### config.mk
export PLATFORM = sky130hd
export DESIGN_NAME = alu_pc_dmem
export DESIGN_NICKNAME = d
export VERILOG_FILES = /design/src/rtl/alu_pc_dmem_pkg.sv /design/src/rtl/alu_pc_dmem_alu_core.sv /design/src/rtl/alu_pc_dmem.sv
export SDC_FILE = /design/constraint.sdc
export NUM_CORES = 2
export LEC_CHECK = 0
export CORE_ASPECT_RATIO = 0.9
export CORE_MARGIN = 1.5
export CORE_UTILIZATION = 60
export CTS_BUF_LIST = sky130_fd_sc_hd__clkbuf_2
export DETAILED_ROUTE_END_ITERATION = 8
export PLACE_DENSITY = 0.85
export SLEW_MARGIN = 5
export SYNTH_ARGS = -nofsm -noshare
export SYNTH_HDL_FRONTEND = slang
export SYNTH_HIERARCHICAL = 1
export SYNTH_SLANG_ARGS = --single-unit
### constraint.sdc
create_clock -name clk -period 6.9 [get_ports clk]
set_input_delay 1.035 -clock clk [delete_from_list [all_inputs] [get_ports clk]]
set_output_delay 1.035 -clock clk [all_outputs]
set_load 0.01 [all_outputs]
### src/rtl/alu_pc_dmem_pkg.sv
// alu_pc_dmem_pkg: shared widths, flag indices and ALU op encoding
package alu_pc_dmem_pkg;
  localparam int DATA_W = 8;
  localparam int FLAG_N = 3;
  localparam int FLAG_Z = 2;
  localparam int FLAG_C = 1;
  localparam int FLAG_V = 0;
  typedef enum logic [1:0] {
    ADD = 2'b00,
    SUB = 2'b01,
    AND = 2'b10,
    OR  = 2'b11
  } alu_op_e;
endpackage

### src/rtl/alu_pc_dmem_alu_core.sv
// alu_core: combinational 8-bit ADD/SUB/AND/OR with NZCV flags
module alu_core
  import alu_pc_dmem_pkg::*;
(
  input  logic [DATA_W-1:0] i_a,
  input  logic [DATA_W-1:0] i_b,
  input  alu_op_e           i_op,
  output logic [DATA_W-1:0] o_result,
  output logic [3:0]        o_flags
);
  logic              w_sub;
  logic              w_arith;
  logic [DATA_W-1:0] w_b;
  logic [DATA_W:0]   w_sum;
  always_comb begin
    w_sub    = i_op == SUB;
    w_arith  = i_op == ADD || w_sub;
    w_b      = w_sub ? ~i_b : i_b;
    w_sum    = {1'b0, i_a} + {1'b0, w_b} + {{DATA_W{1'b0}}, w_sub};
    o_result = i_op == AND ? i_a & i_b : i_op == OR ? i_a | i_b : w_sum[DATA_W-1:0];
    o_flags         = '0;
    o_flags[FLAG_N] = o_result[DATA_W-1];
    o_flags[FLAG_Z] = o_result == '0;
    o_flags[FLAG_C] = w_arith & w_sum[DATA_W];
    // overflow judged on the adder's operands, so SUB uses the inverted B
    o_flags[FLAG_V] = w_arith & (i_a[DATA_W-1] == w_b[DATA_W-1]) & (o_result[DATA_W-1] != i_a[DATA_W-1]);
  end
endmodule

### src/rtl/alu_pc_dmem.sv
// alu_pc_dmem: PC register, ALU and 256x8 data memory addressed by the ALU result
module alu_pc_dmem
  import alu_pc_dmem_pkg::*;
#(
  parameter int DEPTH = 256
) (
  input  logic              clk,
  input  logic              rst_n,
  input  logic [DATA_W-1:0] pc_next,
  output logic [DATA_W-1:0] pc,
  input  logic [DATA_W-1:0] alu_a,
  input  logic [DATA_W-1:0] alu_b,
  input  logic [1:0]        alu_ctrl,
  output logic [DATA_W-1:0] alu_result,
  output logic [3:0]        alu_flags,
  input  logic              mem_we,
  input  logic [DATA_W-1:0] mem_wdata,
  output logic [DATA_W-1:0] mem_rdata
);
  logic [DATA_W-1:0] r_pc;
  logic [DATA_W-1:0] r_mem [DEPTH];
  logic [DATA_W-1:0] w_result;
  logic [3:0]        w_flags;
  alu_core u_alu (
    .i_a      (alu_a),
    .i_b      (alu_b),
    .i_op     (alu_op_e'(alu_ctrl)),
    .o_result (w_result),
    .o_flags  (w_flags)
  );
  always_ff @(posedge clk) begin
    if (!rst_n) begin
      r_pc <= '0;
      for (int i = 0; i < DEPTH; i++) r_mem[i] <= '0;
    end else begin
      r_pc <= pc_next;
      if (mem_we) r_mem[w_result] <= mem_wdata;
    end
  end
  assign pc         = r_pc;
  assign alu_result = w_result;
  assign alu_flags  = w_flags;
  assign mem_rdata  = r_mem[w_result];
endmodule

# --- Word level (Yosys, flattened, before mapping) ---
# Memories as Yosys holds them, arrays and structs flattened.
# Index checks and enable logic that the tools add are counted.
totals:
  reg_bits: 8
  mem_bits_rw: 2048
  inputBits: 37
  output_inout_bits: 28
  wordCells: 29
  n_memories: 1
mem_list:
  columns: ["name", "words", "width", "read_ports", "rd_clocked_by_memory_dff", "wr", "line_no", "rtl"]
  rows:
  - ["r_mem", 256, 8, 1, 0, 256, "alu_pc_dmem.sv:21", "logic [DATA_W-1:0] r_mem [DEPTH];"]
classes:
  n_addsub: 2
  n_eq_ne: 5
  n_mux: 10
  bitwise_logic: 6
  reduce_logical: 4
op_table:
  columns: ["cell", "count"]
  rows:
  - ["8-bit 2-to-1 mux", 5]
  - ["8-bit by 8-bit adder with 9-bit output", 1]
  - ["9-bit by 1-bit adder with 9-bit output", 1]
  - ["8-bit bitwise AND", 1]
  - ["8-bit logical NOT", 1]
  - ["8-bit inverter", 1]
  - ["8-bit bitwise OR", 1]
  - ["8-bit OR reduction", 1]
  - ["1-bit 2-to-1 mux", 5]
  - ["2-bit == test, second input constant", 2]
  - ["1-bit bitwise AND", 3]
  - ["2-bit by 1-bit == test with 1-bit output, second input constant", 1]
  - ["2-bit logical NOT", 1]
  - ["1-bit == test", 1]
  - ["1-bit logical OR", 1]
  - ["1-bit inequality test", 1]

# --- Logic depth before layout (Yosys ltp) ---
depth:
  ltp_word: 8
  ltp_mapped: 16
  depth_no_buf: 13

# --- Cells and area by module ---
# Netlist, hierarchy kept.
by_module_without_submodules:
  columns: ["mod", "n_inst", "cells_per_inst", "area_each_um2", "seq_area_each_um2"]
  rows:
  - ["alu_pc_dmem", 1, 6232, 94005.2, 61659.1]
  - ["alu_core", 1, 101, 743.2, 0.0]

# --- Least setup slack after synthesis ---
# No wires, ideal clock.
synth_timing:
  kind: "input -> output"
  start: "input alu_ctrl[1]"
  end: "output mem_rdata[1]"
  t_arrival_ps: 4492
  path_slack_ps: 1373
  stages: 16
  path_buffers: 3
  path_cell_list: "inv_1 -> nand2_1 -> xnor2_1 -> ha_1 -> nand4b_1 -> o211ai_2 -> mux2_2 -> nor2_1 -> and2_1 -> clkbuf_1 -> clkbuf_1 -> clkbuf_1 -> a22oi_1 -> a21oi_1 -> o41ai_1 -> nand4_1"
synth_via:
  elab_chain_len: 7
  elab_cells_between_ends: 9
  cone_classes: "add/sub (2); eq/ne (3); mux (3); memory (1)"
synth_rtl:
  columns: ["element", "line_no", "rtl"]
  rows:
  - ["from (decl)", "alu_pc_dmem.sv:13", "input logic [1:0] alu_ctrl,"]
  - ["2-bit by 1-bit == test with 1-bit output", "alu_pc_dmem_alu_core.sv:16", "w_sub = i_op == SUB;"]
  - ["8-bit 2-to-1 mux", "alu_pc_dmem_alu_core.sv:18", "w_b = w_sub ? ~i_b : i_b;"]
  - ["8-bit by 8-bit adder with 9-bit output", "alu_pc_dmem_alu_core.sv:19", "w_sum = {1'b0, i_a} + {1'b0, w_b} + {{DATA_W{1'b0}}, w_sub};"]
  - ["9-bit by 1-bit adder with 9-bit output", "alu_pc_dmem_alu_core.sv:19", null]
  - ["8-bit 2-to-1 mux", "alu_pc_dmem_alu_core.sv:20", "o_result = i_op == AND ? i_a & i_b : i_op == OR ? i_a | i_b : w_sum[DATA_W-1:0];"]
  - ["8-bit 2-to-1 mux (*)", "alu_pc_dmem_alu_core.sv:20", null]
  - ["net alu_result[3]", "alu_pc_dmem.sv:14", "output logic [DATA_W-1:0] alu_result,"]
  - ["memory read 256 x 8 bit (*)", null, null]
  - ["to (decl)", "alu_pc_dmem.sv:18", "output logic [DATA_W-1:0] mem_rdata"]
# Mark *: on every way through the listed nets, which the timed path passes. The rest lies on a longest branch.

# --- Worst setup path in the final report ---
layout_timing:
  start: "input alu_ctrl[1]"
  end: "output mem_rdata[3]"
layout_via:
  elab_chain_len: 7
  elab_cells_between_ends: 9
  cone_classes: "add/sub (2); eq/ne (3); mux (3); memory (1)"
layout_rtl:
  columns: ["element", "line_no"]
  rows:
  - ["2-bit by 1-bit == test with 1-bit output", "alu_pc_dmem_alu_core.sv:16"]
  - ["8-bit 2-to-1 mux", "alu_pc_dmem_alu_core.sv:18"]
  - ["8-bit by 8-bit adder with 9-bit output", "alu_pc_dmem_alu_core.sv:19"]
  - ["9-bit by 1-bit adder with 9-bit output", "alu_pc_dmem_alu_core.sv:19"]
  - ["8-bit 2-to-1 mux", "alu_pc_dmem_alu_core.sv:20"]
  - ["8-bit 2-to-1 mux (*)", "alu_pc_dmem_alu_core.sv:20"]
  - ["memory read 256 x 8 bit (*)", null]
# Every way passes the cells marked *; elsewhere a longest branch is shown, timed or not.

==> results.yml <==
run_status:
  outcome: "complete, but fails checks"
  violations: "setup timing"
cells_and_area:
  final_common_cell: "edfxtp_1"
  n_fill_cell: 10026
  final_util_pct: 66.34
  nNetsFinal: 6685
  layout-drive-gt1-share_pct: 24.81
  area_growth_pct: 9.902
  final_cell_mix: "edfxtp_1, and2_1, clkbuf_2"
  multiInputGateArea_um2: 30970
  seqCellArea_um2: 61660
floorplanning:
  io_pins: 65
  coreArea_um2: 157000
  dieArea_um2: 160300
  die_w_um: 421.9
  die_h_um: 380.0
  fp-row-count: 138
  initial_core_util_pct: 60.37
pwr:
  total_power_uw: 26890
  p_leak_uw: 0.03832
  power.density_nw_per_um2: 258.2
  irDropWorstVdd_v: 0.0002201
yosys:
  yosys.cell_types.count: 46
  avgSynthCellArea_um2: 14.96
  synth_seq_cells: 2056
  synthesis.nets: 6382
  async_flop_share_pct: 0
  synthDominantCellAreaShare_pct: 64.91
  synth.area.top_cells: "edfxtp_1, mux4_2, and2_1"
  synth_area_um2: 94750
  seq_area_frac_synth_pct: 65.08
  yosys_warnings: 6
  synth_enable_flop_cells: 2048
  synth.largest_area_cell: "edfxtp_1"
  syn-instance-count: 6333
  synth-main-ff-cell: "edfxtp_1"
worst_setup_path:
  cp_max_fo: 19
  worstSetupPathType: "in2out"
  arrival_ps: 5920
  cp-start-kind: "primary input"
  crit_required_ps: 5860
  worstSetupEndpointType: "primary output"
worst_hold_path:
  min_to: "pc[4]$_SDFF_PN0_"
  hold_class: "in2reg"
  worstHoldPathCells: 3
  hp-start: "pc_next[4]"
detailed_routing:
  drt_iter0_drc: 10849
  ant_nets: 0
  viasPerCell: 6.735
  drc: 0
  wl_per_cell_um: 28.90
  dr.pass1.iters: 7
  via_count: 61184
  drt_wl_total_um: 262500
sta:
  tightestPinTransition_ps: 1393
  fin_crit_ps: 6958
  fin_crit_sh_pct: 100.8
  fin_ws_ps: -57.86
  max-slew-margin-rel_pct: 6.141
  finalSetupTns_ps: -57.86
  report.final.slew_viol_count: 0
  finalSetupViolCount: 1
  fmax_mhz: 143.7
  hold_viol: 0
global_route:
  grt_pass1_wl_um: 379900
  grt_pass1_vias: 59053
  grt_use_total_pct: 31.85
  overflow: 0
  grt_start_max_net_pins: 214
  antenna_found_initial: 15
cts:
  cts_sinks: 2056
  cts_made_buffers: 489
  cts_buffer_depth: 4
  cts_tree: "done"
  path_clk_slew_ps: 90
  cts_max_level: 5
  root_buffer: "clkbuf_2"
placed_design:
  numPortBuffers: 64
  hpwlAfterDp_um: 154800
  place.gp.congestion: 0.9465
run:
  timing.max_cap.violations: 0
-- state kept, by name, summed over array words and instances, names as in the netlist --
| signal | count |
|---|---|
| r_mem | 2048 |
| pc | 8 |
-- per-stage QoR --
| step | instance area [um^2] | cells | hold WS [ps] | setup WS, ps |
|---|---|---|---|---|
| 5_1_grt | 104100 | 9075 | 168.5 | -78.59 |
| 3_3_place_gp | 98650 | 8183 | 1615 | -530.4 |
| 4_1_cts | 103600 | 9044 | 52.46 | 9.230 |
| 3_5_place_dp | 98650 | 8183 | 1625 | -601.8 |
| 6_report | 104100 | 9084 | 184.4 | -57.86 |
| 2_1_floorplan | 94750 | 6333 | 1162 | 1373 |
-- area by class of cell --
type                            instances  area share [%]
Sequential cell                      2056           59.21
Multi-Input combinational cell       3616           29.75
Timing Repair Buffer                  466           4.505
Clock buffer                          678           3.259
Tap cell                             2100           2.523
Clock inverter                        147          0.6945
Antenna cell                           14         0.03364
Inverter                                7         0.02523
-- cells by family (layout without fill, tap and decap cells) --
group | count (synthesis) | after routing | synth area share, %
adder cells (fa/ha/maj) | 19 | 19 | 0.2430
buffers and inverters | 663 | 1298 | 2.909
other | 0 | 14 | 0
flip-flops | 2056 | 2056 | 65.08
XOR/XNOR | 8 | 8 | 0.07395
multiplexers | 516 | 518 | 12.22
AND/OR/NAND/NOR | 2392 | 2392 | 15.04
AO/OA/AOI/OAI | 679 | 679 | 4.444
-- synth_stat cells, types with 11 or more instances --
cell      number
buf_6         24
ha_1          11
nor2_1       213
and3_1       640
buf_1         32
o21ai_0      243
nand4_1       11
clkbuf_1     546
a21oi_1      134
mux4_2       512
and2_1      1419
buf_2         46
edfxtp_1    2048
nand2_1       74
o41ai_1       32
a22oi_1      256
-- per-layer routing --
layer	share of wire, %	vias up	GRT usage [%]
li1	-	24835	-
met1	33	29843	42.87
met2	46	5560	47.82
met3	16	938	9.768
met4	5.4	8	15.22
met5	0.034	-	0
-- critical path, stage by stage --
cell and delay [ps]:
clkdlybuf4s50_1 440, inv_2 100, nand2_4 90, xnor2_4 150
fa_2 640, mux2_8 230, buf_4 150, buf_4 190
bufbuf_16 360, mux4_2 360, a22oi_1 230, a21oi_1 210
o41ai_2 410, buf_4 240, nand4_1 430, clkdlybuf4s50_1 640
-- how the worst max path moves through the flow --
stage | slack [ps] | endpoint | startpoint | cells after the start
2_1_floorplan | 1370 | mem_rdata[1] | alu_ctrl[1] | 16
3_3_place_gp | -530 | mem_rdata[7] | alu_ctrl[1] | 14
3_5_place_dp | -600 | mem_rdata[7] | alu_ctrl[1] | 14
4_1_cts | 9 | mem_rdata[0] | alu_ctrl[1] | 18
5_1_grt | -80 | mem_rdata[3] | alu_ctrl[1] | 20
6_report | -60 | mem_rdata[3] | alu_ctrl[1] | 16
-- power by group --
part | internal, uW | switching (uW) | leakage (uW) | total [uW]
sequential | 14300 | 232 | 0.0195 | 14600
clock | 2820 | 4920 | 0.00317 | 7740
combinational | 1760 | 2820 | 0.0156 | 4580
-- what timing repair did --
item / in CTS / in global routing
hold buffers: 17 / 0
setup buffers: 13 / 20
endpoints found under the setup margin: 8 / 8
gates resized for setup: 55 / 39
endpoints found under the hold margin: 1075 / 0
gates cloned: 7 / 6
pin swaps: 13 / 17
(Power assumes the default switching activity.)
